**config.mk**
```make
export PLATFORM = sky130hd
export DESIGN_NAME = bolme_hakemi
export DESIGN_NICKNAME = d
export VERILOG_FILES = /design/src/rtl/bolme_hakemi.sv
export SDC_FILE = /design/constraint.sdc
export NUM_CORES = 1
export LEC_CHECK = 0
export BUFFER_PORTS_ARGS = -buffer_cell sky130_fd_sc_hd__buf_2
export CAP_MARGIN = 20
export CORE_AREA = 5 5 114 127
export DETAILED_ROUTE_END_ITERATION = 12
export DIE_AREA = 0 0 119 132
export PLACE_DENSITY_LB_ADDON = 0.15
export SLEW_MARGIN = 20
export SYNTH_ARGS = -nofsm -noshare
export SYNTH_HDL_FRONTEND = slang
export SYNTH_SLANG_ARGS = --single-unit
```
**constraint.sdc**
```tcl
create_clock -name clk_g -period 5.64 [get_ports clk_g]
set_input_delay 0.564 -clock clk_g [delete_from_list [all_inputs] [get_ports clk_g]]
set_output_delay 0.564 -clock clk_g [all_outputs]
set_load 0.01 [all_outputs]
```
**src/rtl/bolme_hakemi.sv**
```systemverilog
// Two-requester front end for a shared multi-cycle divide unit: round-robin accept,
// one start pulse per operation, bounded wait for completion and held result handshake.
module bolme_hakemi #(
  parameter int ZAMANASIMI_SINIR = 64
) (
  input  logic        clk_g,
  input  logic        rstn_g,
  input  logic        istek0_gecerli_g,
  output logic        istek0_hazir_c,
  input  logic [3:0]  istek0_islev_kodu_g,
  input  logic [31:0] istek0_islec1_g,
  input  logic [31:0] istek0_islec2_g,
  input  logic        istek1_gecerli_g,
  output logic        istek1_hazir_c,
  input  logic [3:0]  istek1_islev_kodu_g,
  input  logic [31:0] istek1_islec1_g,
  input  logic [31:0] istek1_islec2_g,
  output logic        sonuc0_gecerli_c,
  input  logic        sonuc0_hazir_g,
  output logic [31:0] sonuc0_c,
  output logic        sonuc0_hata_c,
  output logic        sonuc1_gecerli_c,
  input  logic        sonuc1_hazir_g,
  output logic [31:0] sonuc1_c,
  output logic        sonuc1_hata_c,
  output logic        bb_hazir_c,
  output logic [3:0]  bb_islev_kodu_c,
  output logic [31:0] bb_islec1_c,
  output logic [31:0] bb_islec2_c,
  input  logic        bb_bitti_g,
  input  logic [31:0] bb_sonuc_g,
  output logic        mesgul_c
);

  localparam int SW = (ZAMANASIMI_SINIR > 2) ? $clog2(ZAMANASIMI_SINIR) : 1;
  localparam logic [SW-1:0] SAYAC_SON = SW'(ZAMANASIMI_SINIR - 1);

  typedef enum logic [1:0] {BOSTA, BASLAT, BEKLE, TESLIM} durum_t;

  durum_t        durum_q, durum_d;
  logic [3:0]    islev_q, islev_d;
  logic [31:0]   islec1_q, islec1_d;
  logic [31:0]   islec2_q, islec2_d;
  logic [31:0]   sonuc_q, sonuc_d;
  logic          hata_q, hata_d;
  logic          sahip_q, sahip_d;
  logic          son_q, son_d;
  logic [SW-1:0] sayac_q, sayac_d;

  logic          kazanan;
  logic [3:0]    secilen_islev;
  logic          kabul;
  logic          teslim_hazir;

  // son_q holds the requester served last; it resets to 1 so requester 0 wins first.
  always_comb begin
    kazanan = 1'b0;
    if (istek0_gecerli_g && istek1_gecerli_g) kazanan = ~son_q;
    else if (istek1_gecerli_g)                kazanan = 1'b1;
  end

  assign istek0_hazir_c = rstn_g && (durum_q == BOSTA) && istek0_gecerli_g && !kazanan;
  assign istek1_hazir_c = rstn_g && (durum_q == BOSTA) && istek1_gecerli_g && kazanan;
  assign kabul          = istek0_hazir_c || istek1_hazir_c;
  assign secilen_islev  = kazanan ? istek1_islev_kodu_g : istek0_islev_kodu_g;
  assign teslim_hazir   = sahip_q ? sonuc1_hazir_g : sonuc0_hazir_g;

  always_comb begin
    durum_d  = durum_q;
    islev_d  = islev_q;
    islec1_d = islec1_q;
    islec2_d = islec2_q;
    sonuc_d  = sonuc_q;
    hata_d   = hata_q;
    sahip_d  = sahip_q;
    son_d    = son_q;
    sayac_d  = sayac_q;
    case (durum_q)
      BOSTA: begin
        if (kabul) begin
          islev_d  = secilen_islev;
          islec1_d = kazanan ? istek1_islec1_g : istek0_islec1_g;
          islec2_d = kazanan ? istek1_islec2_g : istek0_islec2_g;
          sahip_d  = kazanan;
          if (secilen_islev == 4'd1 || secilen_islev == 4'd2 ||
              secilen_islev == 4'd4 || secilen_islev == 4'd8) begin
            durum_d = BASLAT;
          end else begin
            sonuc_d = '0;
            hata_d  = 1'b1;
            durum_d = TESLIM;
          end
        end
      end
      BASLAT: begin
        sayac_d = '0;
        durum_d = BEKLE;
      end
      BEKLE: begin
        if (bb_bitti_g) begin
          sonuc_d = bb_sonuc_g;
          hata_d  = 1'b0;
          durum_d = TESLIM;
        end else if (sayac_q == SAYAC_SON) begin
          sonuc_d = '0;
          hata_d  = 1'b1;
          durum_d = TESLIM;
        end else begin
          sayac_d = sayac_q + SW'(1);
        end
      end
      TESLIM: begin
        if (teslim_hazir) begin
          son_d   = sahip_q;
          durum_d = BOSTA;
        end
      end
      default: durum_d = BOSTA;
    endcase
  end

  always_ff @(posedge clk_g or negedge rstn_g) begin
    if (!rstn_g) begin
      durum_q  <= BOSTA;
      islev_q  <= '0;
      islec1_q <= '0;
      islec2_q <= '0;
      sonuc_q  <= '0;
      hata_q   <= 1'b0;
      sahip_q  <= 1'b0;
      son_q    <= 1'b1;
      sayac_q  <= '0;
    end else begin
      durum_q  <= durum_d;
      islev_q  <= islev_d;
      islec1_q <= islec1_d;
      islec2_q <= islec2_d;
      sonuc_q  <= sonuc_d;
      hata_q   <= hata_d;
      sahip_q  <= sahip_d;
      son_q    <= son_d;
      sayac_q  <= sayac_d;
    end
  end

  logic bb_aktif;
  assign bb_aktif         = (durum_q == BASLAT) || (durum_q == BEKLE);
  assign bb_hazir_c       = (durum_q == BASLAT);
  assign bb_islev_kodu_c  = bb_aktif ? islev_q  : '0;
  assign bb_islec1_c      = bb_aktif ? islec1_q : '0;
  assign bb_islec2_c      = bb_aktif ? islec2_q : '0;

  assign sonuc0_gecerli_c = (durum_q == TESLIM) && !sahip_q;
  assign sonuc1_gecerli_c = (durum_q == TESLIM) && sahip_q;
  assign sonuc0_c         = sonuc0_gecerli_c ? sonuc_q : '0;
  assign sonuc1_c         = sonuc1_gecerli_c ? sonuc_q : '0;
  assign sonuc0_hata_c    = sonuc0_gecerli_c && hata_q;
  assign sonuc1_hata_c    = sonuc1_gecerli_c && hata_q;
  assign mesgul_c         = (durum_q != BOSTA);

endmodule

```
==> impl_metrics.toml, run 1 <==
[synth]
synthFlopType = "dfrtp_1"
ys_seq_area_frac = 0.4341
syn_area_um2 = 6401
yosysMostFrequentCell = "nand2_1"
ys_top_cells_by_area = "dfrtp_1 (43%), mux2i_1 (11%), and2_1 (10%)"
synthCells = 712
yosys_warnings = 0
ys_ff_latch = 111
synth.top_cell.area_share = 0.4300
syn_avg_cell_area_um2 = 8.990
ys_types = 44
synth-async-reset-ratio = 1.000
yosys.area.top_type = "dfrtp_1"
ys_top_cells_by_count = "nand2_1 (140), dfrtp_1 (110), and2_1 (102)"
synth_fp_nets = 893
synth-edff-count = 0

[floorplan]
die_w_um = 119
row_count = 44
top_level_ports = 315
fp.dieH_um = 132
die_area_um2 = 15710
start_util = 0.4927
core_area_um2 = 12990

[setup_path]
required_ps = 5080
crit_path_max_incr_delay_ps = 840
path_class = "register to output pin"
critPathLaunchType = "register"
end_kind = "output pin"
r2r_cells = 6
arrival_ps = 2380
crit_chain = "ha_1 -> nor2b_1 -> buf_4 -> and2_1 -> buf_2"
path_max_fanout = 38
crit_path_top_delay_cell = "ha_1"

[clock_tree]
insertion_delay_ps = 350
cts.hold.buffers_added = 0
path_clk_slew_ps = 70
cts_tree = "built"
cts_setup_buffers = 0
clock_sinks = 111
clockRootBuffer = "clkbuf_16"
cts_buffers = 9
htreeDepth = 3
cts_resized = 0
clock_path_buffers = 2

[sta]
min_period_over_period = 0.5224
skew_ps = 9.319
drv_slew = 0
rsz0062_at_grt = "no"
hold_violations = 0
period_needed_ps = 2946
timing.setup.tns_ps = 0
fmax_mhz = 339.4
setup_violations = 0
timing.slew.headroom = 0.2630
worst_pin_slew_ps = 1105
whs_ps = 269.2

[global_routing]
antenna_found_initial = 3
grt_max_degree = 138
grt_pass1_wl_mm = 28.70
gr-total-overflow = 0
first_global_vias = 5650
grt_use_total = 0.2219

[finish]
fin_nets = 1168
finalInstanceArea_um2 = 8309
drive_gt1_frac = 0.3589
area_growth_pct = 29.81

[detailed_routing]
vias = 5792
via_per_inst = 5.015
drtIter0Drc = 352
drt-total-wl_mm = 17.83
routedWlPerCell_um = 15.44
antenna_left = 0
firstDrtPassIters = 4
drcViolationCount = 0

[placement]
place.port_buffers = 314
postPlaceCellArea_um2 = 8001
dp_hpwl_mm = 13.33
place.gp.congestion = 0.8030

[power_and_ir_drop]
finalPower_mw = 3.979
ir_worst_vdd_uv = 296.2
p_leak_nw = 4.699
p_per_area_nw_per_um2 = 478.9

[job]
maxCapViolCount = 0

[status]
outcome = "completed"

[min_path]
hold_class = "input port to asynchronous set/reset pin"
layer usage:
layer  up-vias  track usage  part of all wire
li1       2949            -                 -
met1      2606       0.2749              0.40
met2       215       0.3757              0.49
met3        20      0.06009             0.084
met4         2      0.07147             0.018
met5         -            0           0.00062
logic make-up after synthesis:
logic type      Yosys count  synth area share
mux                      73            0.1143
flops                   111            0.4341
compound gates          128            0.1413
buf+inv                  93           0.06059
fa+ha+maj                 6           0.01173
xor+xnor                  4          0.005474
simple gates            297            0.2324
final timing paths:
check	end	slack (ps)	start
min in group clk_g	islec2_q[14]	470	islec2_q[14]
worst min register to register	islec2_q[14]	470	islec2_q[14]
worst min-delay path	sonuc_q[25]	270	rstn_g
max in group asynchronous	sonuc_q[28]	4160	rstn_g
worst max-delay path	sonuc0_c[10]	2690	durum_q[1]
worst max register to register	sayac_q[2]	3220	durum_q[1]
area by class of cell:
type                    instances  area (µm²)
flip-flops and latches        111        2779
clock inverters                 6       67.56
diodes                          2       5.005
inverters                      38       142.6
repair buffers                319        1615
clock buffers                  10       229.0
well taps                     161       201.4
fillers                      1210        4683
multi-input cells             508        3269
sequential cells by signal, indices dropped and copies added, names as in the netlist:
register and flops:
durum_q 2, islec1_q 32, islev_q 4, sonuc_q 32, sahip_q 1, hata_q 1
son_q 1, sayac_q 6, islec2_q 32
power breakdown:
part | switching, mW | internal, mW
combinational | 1.11 | 0.819
sequential | 0.257 | 1.15
clock | 0.297 | 0.348
layout by cell type (no fill, tap or decap), types with 2 or more instances in the layout:
| master | instances |
|---|---|
| nand2_1 | 139 |
| and2_1 | 102 |
| o211ai_1 | 3 |
| buf_4 | 5 |
| diode_2 | 2 |
| a21o_1 | 2 |
| o221ai_1 | 22 |
| clkinvlp_4 | 2 |
| nor2_1 | 9 |
| a31oi_1 | 3 |
| inv_1 | 38 |
| o221ai_2 | 10 |
| ha_1 | 5 |
| inv_6 | 2 |
| buf_2 | 313 |
| mux2i_1 | 72 |
| xor2_1 | 2 |
| a21oi_1 | 5 |
| clkbuf_16 | 9 |
| xnor2_1 | 2 |
| dfrtp_1 | 110 |
| o2bb2ai_1 | 2 |
| o21ai_0 | 69 |
| and3_1 | 36 |
| nor2b_1 | 2 |
critical path: cells and delay by family, from the launching register on:
kind	cells	cell delay, ps
flip-flops	1	400
adder cells (fa/ha/maj)	1	840
buffers and inverters	2	410
AND/OR/NAND/NOR	2	380
per-stage QoR:
step           worst slack, ps  utilization  cells
2_1_floorplan             3625            -    712
3_3_place_gp              2727       0.6159   1137
3_5_place_dp              2738       0.6159   1137
4_1_cts                   2659       0.6387   1153
5_1_grt                   2446       0.6395   1155
6_report                  2694       0.6395   1155
Power figures use the tool's default switching activity.
==> inputs of run 2 (changes only) <==
--- a/config.mk
+++ b/config.mk
@@ -7,9 +7,9 @@
 export LEC_CHECK = 0
 export BUFFER_PORTS_ARGS = -buffer_cell sky130_fd_sc_hd__buf_2
 export CAP_MARGIN = 20
-export CORE_AREA = 5 5 114 127
+export CORE_AREA = 5 5 118 131
 export DETAILED_ROUTE_END_ITERATION = 12
-export DIE_AREA = 0 0 119 132
+export DIE_AREA = 0 0 123 136
 export PLACE_DENSITY_LB_ADDON = 0.15
 export SLEW_MARGIN = 20
 export SYNTH_ARGS = -nofsm -noshare
==> constraint.sdc (replaced) <==
create_clock -name clk_g -period 3.05 [get_ports clk_g]
set_input_delay 0.305 -clock clk_g [delete_from_list [all_inputs] [get_ports clk_g]]
set_output_delay 0.305 -clock clk_g [all_outputs]
set_load 0.01 [all_outputs]
==> run 2 against run 1 <==
Compared with the run above: worst setup slack got worse by 2000 ps; non-clock buffer count increased by 10; critical path type unchanged; register-to-register slack got worse by 2400 ps; largest cell class unchanged.
==> impl_metrics.toml, run 2 (synthesis gave the netlist of run 1 again) <==
[status]
outcome = "completed"

[clock_tree]
cts_tree = "built"
insertion_delay_ps = 350
cts_resized = 0
cts_setup_buffers = 0
htreeDepth = 3
clock_path_buffers = 2
cts.hold.buffers_added = 0
path_clk_slew_ps = 70
cts_buffers = 9
clockRootBuffer = "clkbuf_16"
clock_sinks = 111

[finish]
final_cell_mix = "buf_2 (313), nand2_1 (140), dfrtp_1 (110)"
fin_util = 0.5977
final_common_cell = "buf_2"
stdcell_count = 1194
fin_nets = 1178
drive_gt1_frac = 0.3646
nFillCells = 1306
reg.largest.list = "islec1_q (32), islec2_q (32), sonuc_q (32)"
finalInstanceArea_um2 = 8428
area_growth_pct = 31.67

[placement]
dp_hpwl_mm = 14.10
dpl_worst_slack_ps = 843.3
placed_cells = 1178
place.gp.congestion = 0.7823
place.port_buffers = 314
postPlaceCellArea_um2 = 8128

[setup_path]
r2r_setup_slack_ps = 830
required_ps = 2740
crit_path_max_incr_delay_ps = 560
path_class = "register to output pin"
critPathLaunchType = "register"
end_kind = "output pin"
crit_path_top_delay_cell = "buf_4"
path_max_fanout = 75
worstReg2RegEnd = "sonuc_q[3]"
r2r-start = "durum_q[0]"
crit_chain = "inv_1 -> ha_2 -> o211ai_4 -> buf_4 -> nor2_1 -> buf_2"
arrival_ps = 2060
r2r_cells = 8
critical-path-top-delay-family = "buffers and inverters"
path_buf_inv = 3

[detailed_routing]
drcViolationCount = 0
routedWlPerCell_um = 15.61
antenna_left = 0
drt-total-wl_mm = 18.64
via_per_inst = 4.891
vias = 5840
firstDrtPassIters = 4
drtIter0Drc = 329

[sta]
skew_ps = 8.775
worst_pin_slew_ps = 761.7
whs_ps = 143.1
drv_slew = 0
timing.setup.tns_ps = 0
timing.slew.headroom = 0.4922
min_period_over_period = 0.7759
rsz0062_at_grt = "no"
fmax_mhz = 422.6
setup_violations = 0
fin_ws_ps = 683.5
hold_violations = 0
period_needed_ps = 2366

[global_routing]
grt_use_total = 0.2170
grt_pass1_wl_mm = 28.67
gr-total-overflow = 0
grt_max_degree = 76
first_global_vias = 5677
antenna_found_initial = 1

[power_and_ir_drop]
p_per_area_nw_per_um2 = 884.6
p_leak_nw = 4.749
ir_worst_vdd_uv = 370.9
finalPower_mw = 7.456

[floorplan]
core_area_um2 = 14100
die_w_um = 123
fp.dieH_um = 136
die_area_um2 = 16730
top_level_ports = 315
start_util = 0.4539
row_count = 46

[min_path]
hold_class = "input port to asynchronous set/reset pin"

[job]
maxCapViolCount = 0
run 2: cell count changes in the layout (fill, tap and decap cells not counted):
| cell | change |
|---|---|
| clkbuf_8 | +1 |
| buf_4 | +10 |
| nand2_2 | -1 |
| buf_6 | -1 |
| clkinv_4 | +1 |
| inv_6 | -2 |
| diode_2 | -1 |
| clkbuf_1 | -1 |
| buf_12 | +1 |
| nand2_1 | +1 |
run 2: worst register-to-register path: cells and delay by family, from the launching register on:
kind | cells | cell delay [ps]
AND/OR/NAND/NOR | 1 | 170
adder cells (fa/ha/maj) | 1 | 350
flip-flops | 1 | 410
buffers and inverters | 2 | 390
AO/OA/AOI/OAI | 4 | 810
run 2: metal layers:
metal  up-vias  global-route usage  routed length, µm
met5         -                   0                  0
met4         0             0.06338                335
met3        21             0.06700               1772
met2       223              0.3649               8859
met1      2627              0.2683               7670
li1       2969                   -                  -
run 2: layout make-up:
type | count | area, µm² | area share
antenna | 1 | 2.502 | 0.0002969
clock inverter | 5 | 58.81 | 0.006977
inverter | 38 | 142.6 | 0.01692
clock buffer | 10 | 239.0 | 0.02836
multi-input combinational | 508 | 3267 | 0.3876
tap | 192 | 240.2 | 0.02850
timing repair buffer | 329 | 1699 | 0.2016
sequential | 111 | 2779 | 0.3297
run 2: power by group:
group	internal (mW)	switching [mW]
combinational	1.58	2.15
sequential	2.12	0.410
clock	0.656	0.543
run 2: worst max path at each step:
| stage | start | to | slack [ps] | cells after the start |
|---|---|---|---|---|
| 2_1_floorplan | sayac_q[0] | durum_q[1] | 1140 | 6 |
| 3_3_place_gp | durum_q[0] | sonuc_q[10] | 920 | 8 |
| 3_5_place_dp | durum_q[0] | sonuc_q[3] | 840 | 8 |
| 4_1_cts | durum_q[1] | bb_islec2_c[1] | 600 | 5 |
| 5_1_grt | durum_q[1] | sonuc0_c[30] | 530 | 6 |
| 6_report | durum_q[0] | istek0_hazir_c | 680 | 6 |
==> inputs of run 3 (changes only) <==
--- a/config.mk
+++ b/config.mk
@@ -5,11 +5,12 @@
 export SDC_FILE = /design/constraint.sdc
 export NUM_CORES = 1
 export LEC_CHECK = 0
+export ABC_AREA = 1
 export BUFFER_PORTS_ARGS = -buffer_cell sky130_fd_sc_hd__buf_2
 export CAP_MARGIN = 20
-export CORE_AREA = 5 5 118 131
+export CORE_AREA = 5 5 124 138
 export DETAILED_ROUTE_END_ITERATION = 12
-export DIE_AREA = 0 0 123 136
+export DIE_AREA = 0 0 129 143
 export PLACE_DENSITY_LB_ADDON = 0.15
 export SLEW_MARGIN = 20
 export SYNTH_ARGS = -nofsm -noshare
==> constraint.sdc (replaced) <==
create_clock -name clk_g -period 2 [get_ports clk_g]
set_input_delay 0.2 -clock clk_g [delete_from_list [all_inputs] [get_ports clk_g]]
set_output_delay 0.2 -clock clk_g [all_outputs]
set_load 0.01 [all_outputs]
==> run 3 against run 2 <==
Compared with the run above: utilization down 4.6 points; worst setup slack worse by 570 ps; clock power increased by 61%; sequential power increased by 55%; clock skew decreased by 0.88 ps; first-iteration DRC count increased by 3.3%; critical endpoint is now sonuc0_c[12]; critical path depth is 1 higher; routed wire length rose by 7.4%; non-clock buffer count increased by 6; combinational power increased by 100%; die area up 10%.
==> impl_metrics.toml, run 3 <==
[floorplan]
core_area_um2 = 15490
fp.dieH_um = 143
row_count = 48
die_area_um2 = 18450
start_util = 0.4120
top_level_ports = 315
die_w_um = 129

[sta]
fin_ws_ps = 108.8
timing.slew.headroom = 0.5410
skew_ps = 7.891
rsz0062_at_grt = "yes"
period_needed_ps = 1891
worst_pin_slew_ps = 688.4
min_period_over_period = 0.9456
hold_violations = 0
fmax_mhz = 528.8
drv_slew = 0
setup_violations = 0

[setup_path]
arrival_ps = 1690
end_kind = "output pin"
critPathLaunchType = "register"
r2r_setup_slack_ps = 150
crit_path_max_incr_delay_ps = 400
r2r_cells = 12
setup.worst_path.start = "durum_q[1]"
required_ps = 1800
crit_chain = "ha_2 -> inv_1 -> nor2_2 -> inv_1 -> buf_8 -> nor2_1 -> buf_2"
path_max_fanout = 33
crit_path_top_delay_cell = "dfrtp_1"
path_buf_inv = 4
cp_common_cell = "inv_1"
path_class = "register to output pin"
critical-path-top-delay-family = "buffers and inverters"
worstReg2RegEnd = "sonuc_q[7]"
r2r-start = "durum_q[0]"

[synth]
yosysMostFrequentCell = "nand2_1"
synth-edff-count = 0
syn_area_um2 = 6384
synth_fp_nets = 1132
ys_top_cells_by_count = "nand2_1 (318), nor2_1 (171), inv_1 (140)"
yosys.area.top_type = "dfrtp_1"
ys_seq_area_frac = 0.4353
synthFlopType = "dfrtp_1"
ys_top_cells_by_area = "dfrtp_1 (43%), nand2_1 (19%), nor2_1 (10%)"
synth-async-reset-ratio = 1.000
ys_types = 28
ys_ff_latch = 111
syn_avg_cell_area_um2 = 6.713
synth.top_cell.area_share = 0.4312
synthCells = 951
yosys_warnings = 0

[min_path]
min_path_cells = 3
holdPathEnd = "islec2_q[15]"
hold_class = "input port to register"
min_from = "istek1_islec2_g[15]"

[detailed_routing]
drtIter0Drc = 340
routedWlPerCell_um = 13.87
vias = 6690
via_per_inst = 4.636
antenna_left = 0
firstDrtPassIters = 6
drcViolationCount = 0
drt-total-wl_mm = 20.02

[global_routing]
grt_pass1_wl_mm = 31.62
grt_use_total = 0.2128
met1_usage = 0.2719
antenna_found_initial = 2
first_global_vias = 6400
gr-total-overflow = 0
grt_max_degree = 112
global_route.usage.met2 = 0.3543
grt-busiest-layer = "met2"
use_met3 = 0.05686

[clock_tree]
htreeDepth = 3
cts_buffers = 9
clock_sinks = 111
clock_path_buffers = 2
path_clk_slew_ps = 70
cts_tree = "built"
clockRootBuffer = "clkbuf_16"
insertion_delay_ps = 350

[power_and_ir_drop]
p_switching_mw = 6.066
internal-power_mw = 7.332
power_frac_seq = 0.292
p_comb_frac = 0.564
p_leak_nw = 5.104
power.share.clock = 0.144
netSwitchingFraction = 0.4528
p_per_area_nw_per_um2 = 1568
ir_worst_vdd_uv = 764.1

[placement]
postPlaceCellArea_um2 = 8129
dpl_worst_slack_ps = 35.12
dp_hpwl_mm = 14.82
place.gp.congestion = 0.7974
place.port_buffers = 314

[finish]
fin_util = 0.5515
finalInstanceArea_um2 = 8546
final_cell_mix = "nand2_1 (317), buf_2 (313), nor2_1 (169)"
drive_gt1_frac = 0.2953
num_antenna_cells = 0
area_growth_pct = 33.87
final_common_cell = "nand2_1"
fin_nets = 1420
reg.largest.list = "islec1_q (32), islec2_q (32), sonuc_q (32)"

[job]
maxCapViolCount = 0

[status]
outcome = "completed"
==> run 3: worst register-to-register path: stages, from the launching register on <==
cell	delay, ps
dfrtp_1	410
inv_2	120
ha_4	170
nand2_1	50
clkinv_1	60
nand2_1	130
nand3_2	130
nand2_2	70
a21oi_4	130
buf_12	140
nand2_8	150
nand2_1	120
nand2_1	60
==> run 3: power by group through the flow <==
stage                     clock network (mW)  registers, mW  logic, mW
after CTS                               2.00           3.91       7.44
after global placement                     0           3.93       7.31
after global routing                    2.08           4.06       8.60
final                                   1.93           3.92       7.56
after floorplan                            0           3.79       4.75
after detailed placement                   0           3.95       7.34
==> run 3: worst max path at each step <==
stage                           end  cells past startpoint
global placement         sonuc_q[3]                     11
global route           sonuc0_c[12]                      7
CTS                    sonuc0_c[12]                      7
finish                 sonuc0_c[12]                      7
detailed placement       sonuc_q[7]                     11
floorplan           bb_islec2_c[11]                      7
==> run 3: timing repair <==
item / in CTS / in global routing
pin swaps: 0 / 0
buffers inserted: 0 / 1
gates cloned: 0 / 1
endpoints found under the hold margin: 73 / 0
endpoints found under the setup margin: 19 / 87
resized for setup: 4 / 9
hold buffers: 1 / 0
==> run 3: final cells by class <==
type / count / area, µm²
clock buffer: 12 / 246.5
fill: 1623 / 6949
sequential: 111 / 2779
tap: 200 / 250.2
inverter: 143 / 536.8
multi-input combinational: 639 / 2820
timing repair buffer: 335 / 1846
clock inverter: 3 / 67.56
==> run 3: metrics by stage <==
step	std cells	power [mW]	TNS [ps]	hold WS, ps
2_1_floorplan	951	8.543	0	-95.59
3_3_place_gp	1425	11.23	0	368.9
3_5_place_dp	1425	11.29	0	366.9
4_1_cts	1441	13.35	0	84.56
5_1_grt	1443	14.73	-14.42	92.40
6_report	1443	13.40	0	100.6
==> run 3: cells by family (layout without fill, tap and decap cells) <==
group | Yosys count | after routing | synth area share
AOI/OAI and AO/OA | 81 | 81 | 0.07860
xor gates and xnor gates | 1 | 1 | 0.001372
adders and majority gates | 6 | 6 | 0.01176
buffers and inverters | 201 | 493 | 0.1290
DFF | 111 | 111 | 0.4353
and+or+nand+nor | 551 | 551 | 0.3440
==> run 3: routing by layer <==
metal / vias to the layer above / part of all wire
met5: - / 0.0013
met4: 4 / 0.018
met3: 27 / 0.086
met2: 253 / 0.47
met1: 2944 / 0.43
li1: 3462 / -
